`config.mk`:
```
export PLATFORM = sky130hd
export DESIGN_NAME = ita_scroll_scan_ctrl
export DESIGN_NICKNAME = d
export VERILOG_FILES = /design/src/rtl/ita_disp_pkg.sv /design/src/rtl/ita_scan_timer.sv /design/src/rtl/ita_scroll_scan_ctrl.sv
export SDC_FILE = /design/constraint.sdc
export NUM_CORES = 1
export LEC_CHECK = 0
export ABC_AREA = 1
export CORE_ASPECT_RATIO = 1.2
export CORE_UTILIZATION = 60
export CTS_BUF_LIST = sky130_fd_sc_hd__clkbuf_2
export CTS_CLUSTER_DIAMETER = 40
export DETAILED_ROUTE_END_ITERATION = 10
export PLACE_DENSITY_LB_ADDON = 0.05
export SETUP_SLACK_MARGIN = 0.15
export SLEW_MARGIN = 20
export SYNTH_ARGS = -nofsm -noshare
export SYNTH_HDL_FRONTEND = slang
export SYNTH_SLANG_ARGS = --single-unit
```
`constraint.sdc`:
```
create_clock -name clk_i -period 3.4 [get_ports clk_i]
set_input_delay 0.34 -clock clk_i [delete_from_list [all_inputs] [get_ports clk_i]]
set_output_delay 0.34 -clock clk_i [all_outputs]
set_load 0.05 [all_outputs]
```
`src/rtl/ita_disp_pkg.sv`:
```
// ----------------------------------------------------------------------------
// ita_disp_pkg
// Shared constants for the 12-digit 14-segment display path: geometry of the
// scan (digits, slots per dwell), segment word width and a small glyph set
// for benches and host-side character ROMs.
//
// Segment bit order (MSB first): a b c d e f g1 g2 h i j k l m
//   bit13 = a ... bit0 = last diagonal.
// ----------------------------------------------------------------------------
package ita_disp_pkg;

    localparam int NUM_DIGITS = 12;
    localparam int SEG_W      = 14;
    localparam int SLOTS      = 16;
    localparam int SLOT_W     = 4;
    localparam int DIGIT_W    = 4;

    localparam logic [DIGIT_W-1:0] LAST_DIGIT = DIGIT_W'(NUM_DIGITS - 1);
    localparam logic [SLOT_W-1:0]  LAST_SLOT  = SLOT_W'(SLOTS - 1);

    typedef logic [SEG_W-1:0] seg_t;

    localparam seg_t GLYPH_SPACE = 14'b00000000000000;
    localparam seg_t GLYPH_H     = 14'b01101111000000;
    localparam seg_t GLYPH_E     = 14'b10011111000000;
    localparam seg_t GLYPH_L     = 14'b00011100000000;
    localparam seg_t GLYPH_O     = 14'b11111100000000;
    localparam seg_t GLYPH_DASH  = 14'b00000011000000;

    // One-hot digit select, bit0 = leftmost digit.
    function automatic logic [NUM_DIGITS-1:0] digit_onehot(input logic [DIGIT_W-1:0] d);
        return NUM_DIGITS'(1) << d;
    endfunction

endpackage

```
`src/rtl/ita_scan_timer.sv`:
```
// ----------------------------------------------------------------------------
// ita_scan_timer
// Nested scan counters for the multiplexed display:
//   cyc   0..SLOT_CYCLES-1, slot 0..15 (advances on cyc wrap),
//   digit 0..11 (advances on slot wrap); digit 11 -> 0 closes a frame.
// While en_i is low the counters sit at the frame origin so that the next
// enabled cycle is the entry of digit 0.
//
// Ports
//   clk_i          system clock
//   rst_i          synchronous reset, active-high
//   en_i           count enable; low forces counters to frame start
//   digit_entry_o  current state is slot 0 / cyc 0 of a digit (enabled)
//   frame_begin_o  digit entry of digit 0
//   frame_end_o    current state is the last cycle of the frame (enabled)
//   slot_o         current slot
//   digit_o        current digit
// ----------------------------------------------------------------------------
module ita_scan_timer
    import ita_disp_pkg::*;
#(
    parameter int SLOT_CYCLES = 2
) (
    input  logic               clk_i,
    input  logic               rst_i,
    input  logic               en_i,
    output logic               digit_entry_o,
    output logic               frame_begin_o,
    output logic               frame_end_o,
    output logic [SLOT_W-1:0]  slot_o,
    output logic [DIGIT_W-1:0] digit_o
);

    localparam int CW = (SLOT_CYCLES > 1) ? $clog2(SLOT_CYCLES) : 1;
    localparam logic [CW-1:0] LAST_CYC = CW'(SLOT_CYCLES - 1);

    logic [CW-1:0]      cyc_q,   cyc_d;
    logic [SLOT_W-1:0]  slot_q,  slot_d;
    logic [DIGIT_W-1:0] digit_q, digit_d;

    logic cyc_last;
    logic slot_last;
    logic digit_last;

    assign cyc_last   = (cyc_q == LAST_CYC);
    assign slot_last  = (slot_q == LAST_SLOT);
    assign digit_last = (digit_q == LAST_DIGIT);

    always_comb begin
        cyc_d   = cyc_q;
        slot_d  = slot_q;
        digit_d = digit_q;
        if (!en_i) begin
            cyc_d   = '0;
            slot_d  = '0;
            digit_d = '0;
        end else if (cyc_last) begin
            cyc_d = '0;
            if (slot_last) begin
                slot_d  = '0;
                digit_d = digit_last ? '0 : digit_q + DIGIT_W'(1);
            end else begin
                slot_d = slot_q + SLOT_W'(1);
            end
        end else begin
            cyc_d = cyc_q + CW'(1);
        end
    end

    always_ff @(posedge clk_i) begin
        if (rst_i) begin
            cyc_q   <= '0;
            slot_q  <= '0;
            digit_q <= '0;
        end else begin
            cyc_q   <= cyc_d;
            slot_q  <= slot_d;
            digit_q <= digit_d;
        end
    end

    assign digit_entry_o = en_i && (slot_q == '0) && (cyc_q == '0);
    assign frame_begin_o = digit_entry_o && (digit_q == '0);
    assign frame_end_o   = en_i && digit_last && slot_last && cyc_last;
    assign slot_o        = slot_q;
    assign digit_o       = digit_q;

endmodule

```
`src/rtl/ita_scroll_scan_ctrl.sv`:
```
// ----------------------------------------------------------------------------
// ita_scroll_scan_ctrl
// Multiplexed scan controller for a 12-digit 14-segment display. Holds a
// host-writable message buffer, shows a 12-character window of it starting
// at the scroll offset, and time-slices each digit into 16 slots: slot 0 is
// a dark guard against ghosting, slots 1..bright are lit, the rest dark.
//
// Ports
//   clk_i          system clock
//   rst_i          synchronous reset, active-high (priority over all inputs)
//   en_i           1 = scanning, 0 = dark with timing held at frame start
//   bright_i       lit slots per dwell, sampled at each digit entry
//   scroll_en_i    advance the window every SCROLL_FRAMES frames
//   wr_en_i        buffer write strobe (never stalled)
//   wr_addr_i      buffer index; indices >= MSG_LEN are dropped
//   wr_data_i      raw segment pattern
//   sel_o          one-hot digit select, bit0 = leftmost
//   segm_o         segment drive
//   frame_start_o  pulse on the first output cycle of digit 0
//   offset_o       buffer index currently shown on digit 0
// ----------------------------------------------------------------------------
module ita_scroll_scan_ctrl
    import ita_disp_pkg::*;
#(
    parameter  int SLOT_CYCLES   = 2,
    parameter  int MSG_LEN       = 32,
    parameter  int SCROLL_FRAMES = 64,
    localparam int AW            = $clog2(MSG_LEN)
) (
    input  logic                  clk_i,
    input  logic                  rst_i,
    input  logic                  en_i,
    input  logic [3:0]            bright_i,
    input  logic                  scroll_en_i,
    input  logic                  wr_en_i,
    input  logic [AW-1:0]         wr_addr_i,
    input  logic [SEG_W-1:0]      wr_data_i,
    output logic [NUM_DIGITS-1:0] sel_o,
    output logic [SEG_W-1:0]      segm_o,
    output logic                  frame_start_o,
    output logic [AW-1:0]         offset_o
);

    localparam int FW = (SCROLL_FRAMES > 1) ? $clog2(SCROLL_FRAMES) : 1;
    localparam logic [FW-1:0] LAST_FRAME  = FW'(SCROLL_FRAMES - 1);
    localparam logic [AW:0]   MSG_LEN_X   = (AW+1)'(MSG_LEN);
    localparam logic [AW-1:0] LAST_OFFSET = AW'(MSG_LEN - 1);

    // ------------------------------------------------------------------
    // Scan timing
    // ------------------------------------------------------------------
    logic               digit_entry;
    logic               frame_begin;
    logic               frame_end;
    logic [SLOT_W-1:0]  slot;
    logic [DIGIT_W-1:0] digit;

    ita_scan_timer #(
        .SLOT_CYCLES (SLOT_CYCLES)
    ) u_timer (
        .clk_i         (clk_i),
        .rst_i         (rst_i),
        .en_i          (en_i),
        .digit_entry_o (digit_entry),
        .frame_begin_o (frame_begin),
        .frame_end_o   (frame_end),
        .slot_o        (slot),
        .digit_o       (digit)
    );

    // ------------------------------------------------------------------
    // Message buffer
    // ------------------------------------------------------------------
    seg_t msg_q [MSG_LEN];

    // Decoding per entry drops out-of-range addresses when MSG_LEN is not
    // a power of two.
    always_ff @(posedge clk_i) begin
        if (rst_i) begin
            for (int i = 0; i < MSG_LEN; i++) begin
                msg_q[i] <= GLYPH_SPACE;
            end
        end else if (wr_en_i) begin
            for (int i = 0; i < MSG_LEN; i++) begin
                if (wr_addr_i == AW'(i)) begin
                    msg_q[i] <= wr_data_i;
                end
            end
        end
    end

    // ------------------------------------------------------------------
    // Window index: offset + digit, folded once into 0..MSG_LEN-1.
    // MSG_LEN >= 12 keeps the sum below 2*MSG_LEN, so one subtract suffices.
    // ------------------------------------------------------------------
    logic [AW-1:0] offset_q, offset_d;
    logic [AW:0]   idx_sum;
    logic [AW-1:0] rd_idx;
    seg_t          rd_pat;

    assign idx_sum = {1'b0, offset_q} + (AW+1)'(digit);

    always_comb begin
        if (idx_sum >= MSG_LEN_X) begin
            rd_idx = AW'(idx_sum - MSG_LEN_X);
        end else begin
            rd_idx = AW'(idx_sum);
        end
    end

    // Reads the registered buffer, so a write landing on the entry edge is
    // not visible until the next visit to that digit.
    always_comb begin
        rd_pat = GLYPH_SPACE;
        for (int i = 0; i < MSG_LEN; i++) begin
            if (rd_idx == AW'(i)) begin
                rd_pat = msg_q[i];
            end
        end
    end

    // ------------------------------------------------------------------
    // Scroll
    // ------------------------------------------------------------------
    logic [FW-1:0] frame_cnt_q, frame_cnt_d;

    always_comb begin
        offset_d    = offset_q;
        frame_cnt_d = frame_cnt_q;
        if (!scroll_en_i) begin
            frame_cnt_d = '0;
        end else if (frame_end) begin
            if (frame_cnt_q == LAST_FRAME) begin
                frame_cnt_d = '0;
                offset_d    = (offset_q == LAST_OFFSET) ? '0 : offset_q + AW'(1);
            end else begin
                frame_cnt_d = frame_cnt_q + FW'(1);
            end
        end
    end

    // ------------------------------------------------------------------
    // Per-digit latches and registered outputs
    // ------------------------------------------------------------------
    seg_t                  pat_q;
    logic [3:0]            bright_q;
    logic [NUM_DIGITS-1:0] sel_q,  sel_d;
    seg_t                  segm_q, segm_d;
    logic                  fs_q;
    logic                  lit;

    // Slot 0 is always dark; bright_q is only read from slot 1 onward, after
    // the entry cycle has refreshed it.
    assign lit = en_i && (slot != '0) && (slot <= bright_q);

    always_comb begin
        sel_d  = '0;
        segm_d = GLYPH_SPACE;
        if (lit) begin
            sel_d  = digit_onehot(digit);
            segm_d = pat_q;
        end
    end

    always_ff @(posedge clk_i) begin
        if (rst_i) begin
            pat_q       <= GLYPH_SPACE;
            bright_q    <= '0;
            sel_q       <= '0;
            segm_q      <= GLYPH_SPACE;
            fs_q        <= 1'b0;
            offset_q    <= '0;
            frame_cnt_q <= '0;
        end else begin
            if (digit_entry) begin
                pat_q    <= rd_pat;
                bright_q <= bright_i;
            end
            sel_q       <= sel_d;
            segm_q      <= segm_d;
            fs_q        <= frame_begin;
            offset_q    <= offset_d;
            frame_cnt_q <= frame_cnt_d;
        end
    end

    assign sel_o         = sel_q;
    assign segm_o        = segm_q;
    assign frame_start_o = fs_q;
    assign offset_o      = offset_q;

endmodule

```
==> results of run 1 <==
-- routing by layer --
metal  vias to the layer above  part of all wire
li1                       7805                 -
met1                      7839              0.38
met2                       695              0.52
met3                       138             0.068
met4                         0             0.035
met5                         -                 0
-- cells by family (layout without fill, tap and decap cells) --
logic type / Yosys count / count (layout) / synth area share
buffers and inverters: 327 / 709 / 0.0579
AOI/OAI and AO/OA: 134 / 134 / 0.0321
and+or+nand+nor: 1173 / 1173 / 0.224
DFF: 513 / 513 / 0.671
muxes: 1 / 1 / 0.000455
adders and majority gates: 19 / 19 / 0.0111
xor gates and xnor gates: 6 / 6 / 0.00358
other: 0 / 1 / 0
-- flip-flops by register name, summed over array words and instances (netlist names) --
| signal | count |
|---|---|
| bright_q | 4 |
| frame_cnt_q | 6 |
| frame_start_o | 1 |
| msg_q | 448 |
| offset_o | 5 |
| pat_q | 14 |
| segm_o | 14 |
| sel_o | 12 |
| u_timer.cyc_last | 1 |
| u_timer.digit_o | 4 |
| u_timer.slot_o | 4 |
-- area by class of cell --
class	instances	area (um^2)
Clock buffer	186	931
Sequential cell	513	14800
Clock inverter	34	288
Fill cell	2689	9880
Antenna cell	1	2.50
Multi-Input combinational cell	1333	6510
Inverter	249	948
Tap cell	468	586
Timing Repair Buffer	240	2140
-- timing repair --
item / in CTS / in global routing
hold endpoints to repair: 20 / 0
resized for setup: 95 / 51
setup buffers: 8 / 2
setup endpoints to repair: 14 / 16
pin swaps: 61 / 46
hold buffers: 7 / 0
-- worst reg2reg max path: cells and delay by family (launching register included) --
family	cells	cell delay, ps
simple gates	22	2320
fa+ha+maj	2	530
flops	1	350
buf+inv	4	270
xor+xnor	1	220
-- worst max-delay path by stage --
stage / start / end / slack [ps]
after floorplan: offset_o[1] / pat_q[4] / 240
after global placement: offset_o[0] / pat_q[2] / -630
after detailed placement: offset_o[0] / pat_q[2] / -670
after CTS: u_timer.digit_o[0] / pat_q[2] / -420
after global routing: u_timer.digit_o[0] / pat_q[0] / -620
final: u_timer.digit_o[0] / pat_q[10] / -380
-- power by group through the flow --
stage	Clock, mW	Combinational, mW	Sequential, mW
2_1_floorplan	0	0.314	7.46
3_3_place_gp	0	0.600	7.48
3_5_place_dp	0	0.611	7.50
4_1_cts	4.40	0.636	7.35
5_1_grt	4.70	0.693	7.39
6_report	4.34	0.643	7.35
-- per-stage QoR --
stage	cells	instance area, um^2	setup TNS, ps
floorplan	2173	22000	0
global placement	2786	24300	-5920
detailed placement	2786	24300	-6570
CTS	3021	26000	-4450
global route	3024	26200	-7180
finish	3024	26200	-3930
-- cells in the mapped netlist, types with 13 or more instances --
cell and n:
nor2_1 469, nand2_1 466, edfxtp_1 448, inv_1 225
nand4_1 85, a21oi_1 74, nand3_1 70, dfxtp_1 65
clkbuf_1 50, o21ai_0 45, or2_2 40, ha_1 18
clkinv_1 16, nor3_1 15, buf_2 13
-- cells in the final DEF (no fill, tap or decap), drive strengths merged, types with 3 or more instances in the layout --
| cell | count |
|---|---|
| nor2 | 484 |
| nand2 | 470 |
| edfxtp | 448 |
| inv | 239 |
| clkbuf | 186 |
| buf | 174 |
| nand4 | 85 |
| a21oi | 74 |
| nand3 | 73 |
| dfxtp | 65 |
| clkdlybuf4s50 | 59 |
| o21ai | 47 |
| or2 | 43 |
| clkinv | 37 |
| ha | 18 |
| nor3 | 15 |
| o31ai | 8 |
| dlygate4sd3 | 7 |
| bufinv | 6 |
| xnor2 | 3 |
| xor2 | 3 |
==> qor.txt, run 1 <==
Max-cap violations -> 0
Synth area leaders -> edfxtp_1 (61%), nor2_1 (8.0%), nand2_1 (7.9%), dfxtp_1 (5.9%), inv_1 (3.8%)
Switching part of the total -> 0.245
Peak Freq -> 0.265 GHz
Worst hold path depth -> 4
Syn Inst Count -> 2173
Fin worst setup slack -> -380 ps
Vias -> 16477
DP HPWL -> 39500 um
Final wirelength -> 58300 um
CP max stage cell -> fa_2
Clock buffer depth -> 3
Fraction of registers with async set or reset after synthesis -> 0
Setup crit end kind -> register
GP Congestion -> 0.869
Hold path endpoint -> msg_q[1][220]
Antenna-violating nets left -> 0
Core ar. -> 36000 um^2
DRT Pass-1 Iters -> 5
Share of layout cells above drive strength 1 -> 0.220
Drt drc -> 0
TritonCTS Buffers -> 131
Top cell type's share of synthesized area -> 0.611
IR drop worst, VDD -> 280 uV
Comb power frac -> 0.052
Grt met2 use -> 0.564
Gr ovfl total -> 0
Post-synth EDFFs -> 448
Clock latency on the worst-skew pair -> 1090 ps
Crit path max-delay family -> simple AND/OR/NAND/NOR gates
Worst-Margin Slew -> 1080 ps
Synth Cell Area -> 22000 um^2
Final nets -> 2515
Crit path depth -> 29
Unrepaired setup endpoints after global routing -> yes
Top_reg_cell synth -> edfxtp_1
CTS Sinks -> 513
Gr usage total -> 0.322
Status -> finished with violations
Crit path DAT -> 4760 ps
Worst setup path class -> register to register
Post-synth net total -> 2220
Cell taking the most area after synthesis -> edfxtp_1
IO Port Bufs -> 59
Min-Delay Path Class -> primary input to register
Internal power -> 9.31 mW
Met1 Usage GRT -> 0.387
FF-to-FF path depth -> 29
Vias in the first global route -> 16590
Hold Worst Slack -> 99.2 ps
CTS Root Cell -> clkbuf_2
Hold Path Origin -> wr_data_i[10]
Distinct cells, synth -> 40
Die width -> 177 um
Relative slew margins -> 0.273
Highest net fanout along the worst path -> 10
Total chip power -> 12.3 mW
Busiest layer in global routing -> met2
Largest net degree at the start of global routing -> 29
Post-Place Setup Slack -> -670 ps
Switch Pwr -> 3.03 mW
Slowest stage delay, CP -> 370 ps
Initial Utilization -> 0.611
Clock share of power -> 0.352
CTS tree -> yes
Register bit total from synthesis -> 513
Fin. Hold Viols -> 0
Bufs and invs on worst path -> 4
Power share of the sequential group -> 0.596
Most frequent CP cell -> nand2_1
Worst Setup Start Kind -> register
Routed WL per cell -> 19.3 um
Fin crit share -> 1.11
Area grow syn2layout -> 18.9%
Die height -> 212 um
FF-to-FF End -> pat_q[10]
Met3 Usage GRT -> 0.0557
Required time worst endpoint -> 4380 ps
FF-to-FF Start -> u_timer.digit_o[0]
Clock skew -> 46.8 ps
Min cycle time layout -> 3780 ps
Row count -> 76
Via density -> 5.45
First-pass GRT wire length -> 89500 um
Pwr/cell area -> 472 nW/um^2
H-Tree Depth -> 4
Seq/Total Area, Yosys -> 0.671
Synth Warn # -> 0
Fin. max-slew vios -> 0
Clk slew on worst S/H paths -> 100 ps
Ports -> 60
Mean Syn Cell Area -> 10.1 um^2
Flop2flop setup slack -> -380 ps
Die ar. -> 37400 um^2
Number of DRC markers in iteration 0 -> 1498
Initial antenna violation count -> 1
Failing checks -> setup timing
Final setup viols -> 14
Final core occ -> 0.726
Pleak -> 10.2 nW
(Power assumes the default switching activity.)
==> inputs of run 2 (changes only) <==
--- a/config.mk
+++ b/config.mk
@@ -7,10 +7,11 @@
 export LEC_CHECK = 0
 export ABC_AREA = 1
 export CORE_ASPECT_RATIO = 1.2
-export CORE_UTILIZATION = 60
+export CORE_UTILIZATION = 64
 export CTS_BUF_LIST = sky130_fd_sc_hd__clkbuf_2
 export CTS_CLUSTER_DIAMETER = 40
 export DETAILED_ROUTE_END_ITERATION = 10
+export GPL_TIMING_DRIVEN = 0
 export PLACE_DENSITY_LB_ADDON = 0.05
 export SETUP_SLACK_MARGIN = 0.15
 export SLEW_MARGIN = 20
==> run 2 against run 1 <==
  * The flow still finishes with violations (setup timing)
  * Hold slack got worse by 15 ps
  * First-iteration DRC count decreased by 6.7%
  * Highest routed layer unchanged
  * Clock power decreased by 11%
==> qor.txt, run 2 (same netlist as run 1, synthesis figures left out) <==
Failing checks -> setup timing (unchanged)
Antenna-violating nets left -> 0 (unchanged)
Peak Freq -> 0.251 GHz (was 0.265 GHz)
Hold path endpoint -> msg_q[1][38] (was msg_q[1][220])
Final setup viols -> 14 (unchanged)
Via density -> 5.54 (was 5.45)
Status -> finished with violations (unchanged)
Clock buffer depth -> 3 (unchanged)
Min-Delay Path Class -> primary input to register (unchanged)
FF-to-FF path depth -> 27 (was 29)
Max-cap violations -> 0 (unchanged)
Relative slew margins -> 0.244 (was 0.273)
Dpl cell area -> 23400 um^2 (was 24300 um^2)
Clock skew -> 70.2 ps (was 46.8 ps)
Most common cell after layout, fill and taps aside -> edfxtp_1 (unchanged)
Worst setup path class -> register to register (unchanged)
Final nets -> 2434 (was 2515)
Area grow syn2layout -> 14.4% (was 18.9%)
Fin. max-slew vios -> 0 (unchanged)
Required time worst endpoint -> 4290 ps (was 4380 ps)
FF-to-FF End -> pat_q[11] (was pat_q[10])
Total chip power -> 11.8 mW (was 12.3 mW)
Vias in the first global route -> 16011 (was 16590)
Final wirelength -> 56400 um (was 58300 um)
DRT Pass-1 Iters -> 7 (was 5)
Pwr/cell area -> 470 nW/um^2 (was 472 nW/um^2)
Setup crit end kind -> register (unchanged)
Fin crit share -> 1.17 (was 1.11)
FF-to-FF Start -> offset_o[0] (was u_timer.digit_o[0])
Final Non-Filler Cells -> 2939 (was 3024)
Largest net degree at the start of global routing -> 16 (was 29)
IR drop worst, VDD -> 356 uV (was 280 uV)
Crit path DAT -> 4870 ps (was 4760 ps)
Crit. Startpoint -> offset_o[0] (was u_timer.digit_o[0])
Number of DRC markers in iteration 0 -> 1397 (was 1498)
Met3 Usage GRT -> 0.0582 (was 0.0557)
Highest net fanout along the worst path -> 6 (was 10)
CTS tree -> yes (unchanged)
Worst Setup Start Kind -> register (unchanged)
Initial Utilization -> 0.648 (was 0.611)
GP Congestion -> 0.891 (was 0.869)
IO Port Bufs -> 57 (was 59)
Unrepaired setup endpoints after global routing -> yes (unchanged)
Die width -> 171 um (was 177 um)
Gr usage total -> 0.331 (was 0.322)
H-Tree Depth -> 3 (was 4)
First-pass GRT wire length -> 85600 um (was 89500 um)
Number of flip-flops under the largest register name -> 448 (unchanged)
Core ar. -> 34000 um^2 (was 36000 um^2)
Clock latency on the worst-skew pair -> 1070 ps (was 1090 ps)
Final core occ -> 0.740 (was 0.726)
Worst-Margin Slew -> 1130 ps (was 1080 ps)
Die ar. -> 35100 um^2 (was 37400 um^2)
Hold Path Origin -> wr_data_i[10] (unchanged)
Fin worst setup slack -> -586 ps (was -380 ps)
Fin. Hold Viols -> 0 (unchanged)
Vias -> 16276 (was 16477)
Clk slew on worst S/H paths -> 120 ps (was 100 ps)
Pleak -> 9.44 nW (was 10.2 nW)
Dpl cells -> 2694 (was 2786)
Top reg by flops -> msg_q (unchanged)
Grt met2 use -> 0.580 (was 0.564)
Hold Worst Slack -> 83.8 ps (was 99.2 ps)
FILL cells -> 2477 (was 2689)
Post-route cell area -> 25200 um^2 (was 26200 um^2)
Die height -> 205 um (was 212 um)
Flop2flop setup slack -> -590 ps (was -380 ps)
CTS Root Cell -> clkbuf_2 (unchanged)
Routed WL per cell -> 19.2 um (was 19.3 um)
Gr ovfl total -> 0 (unchanged)
Drt drc -> 0 (unchanged)
Share of layout cells above drive strength 1 -> 0.170 (was 0.220)
Busiest layer in global routing -> met2 (unchanged)
Met1 Usage GRT -> 0.396 (was 0.387)
Min cycle time layout -> 3990 ps (was 3780 ps)
Worst hold path depth -> 3 (was 4)
DP HPWL -> 39500 um (about the same)
TritonCTS Buffers -> 113 (was 131)
Commonest cells after routing, fill and taps aside -> edfxtp_1 (448), nand2_1 (442), nor2_1 (430) (was edfxtp_1 (448), nor2_1 (442), nand2_1 (435))
Initial antenna violation count -> 1 (unchanged)
Ports -> 60 (unchanged)
CTS Sinks -> 513 (unchanged)
Row count -> 74 (was 76)
[run 2: cell count changes in the layout (fill, tap and decap cells not counted), sizes merged, moves of 2 or more]
cell	before	now
inv	239	235
clkbuf	186	219
diode	1	4
bufinv	6	2
clkdlybuf4s50	59	57
clkinv	37	50
buf	174	61
[run 2: repair_timing]
item | 4_1_cts | 5_1_grt
pin swaps | 51 | 57
setup endpoints to repair | 14 | 15
buffers inserted | 18 | 8
hold endpoints to repair | 31 | 0
resized for setup | 83 | 41
hold buffers | 8 | 0
[run 2: where the power goes]
part           total, mW  switching [mW]  internal, mW
logic              0.626           0.481         0.144
registers           7.34           0.101          7.24
clock network       3.87            2.39          1.48
[run 2: metrics by stage]
| step | setup slack [ps] | TNS, ps |
|---|---|---|
| 2_1_floorplan | 241 | 0 |
| 5_1_grt | -747 | -9190 |
| 6_report | -586 | -6090 |
| 3_5_place_dp | -751 | -8980 |
| 4_1_cts | -543 | -5750 |
| 3_3_place_gp | -711 | -31290 |
[run 2: worst max-delay path: stages (launching register included)]
cell and delay [ps]:
dfxtp_4 380, ha_4 160, fa_2 420, nand3_2 90, nand2_4 80, xnor2_4 170, buf_6 150, buf_6 110
nand3_4 130, nor2_4 50, nor2_2 100, nand4_1 130, nand2_1 100, nand4_1 120, nor2_2 170, nand3_2 90
nand2_2 90, nand4_1 150, nand2_2 150, nand3_2 90, nor2_4 140, nand4_1 160, nand2_2 140, nand4_1 110
nand2_2 110, nand3_2 70, nand2_2 90, a21oi_2 50
[run 2: area by class of cell]
| type | count | area [um^2] | share of cell area |
|---|---|---|---|
| plain buffers | 78 | 364 | 0.0145 |
| inverters | 249 | 943 | 0.0375 |
| repair buffers | 99 | 977 | 0.0388 |
| multi-input cells | 1333 | 6480 | 0.257 |
| clock inverters | 39 | 210 | 0.00835 |
| diodes | 4 | 10.0 | 0.000398 |
| well taps | 456 | 571 | 0.0227 |
| clock buffers | 168 | 841 | 0.0334 |
| flip-flops and latches | 513 | 14800 | 0.587 |
[run 2: per-layer routing]
metal  part of all wire  up-vias
li1                   -     7670
met1               0.38     7819
met2               0.52      656
met3              0.071      131
met4              0.037        0
met5                  0        -
[run 2: worst max-delay path by stage]
stage / endpoint / slack [ps] / cells past startpoint
final: pat_q[11] / -590 / 27
after global routing: pat_q[11] / -750 / 27
after CTS: pat_q[2] / -540 / 29
after detailed placement: pat_q[11] / -750 / 26
after global placement: pat_q[10] / -710 / 27
after floorplan: pat_q[4] / 240 / 25
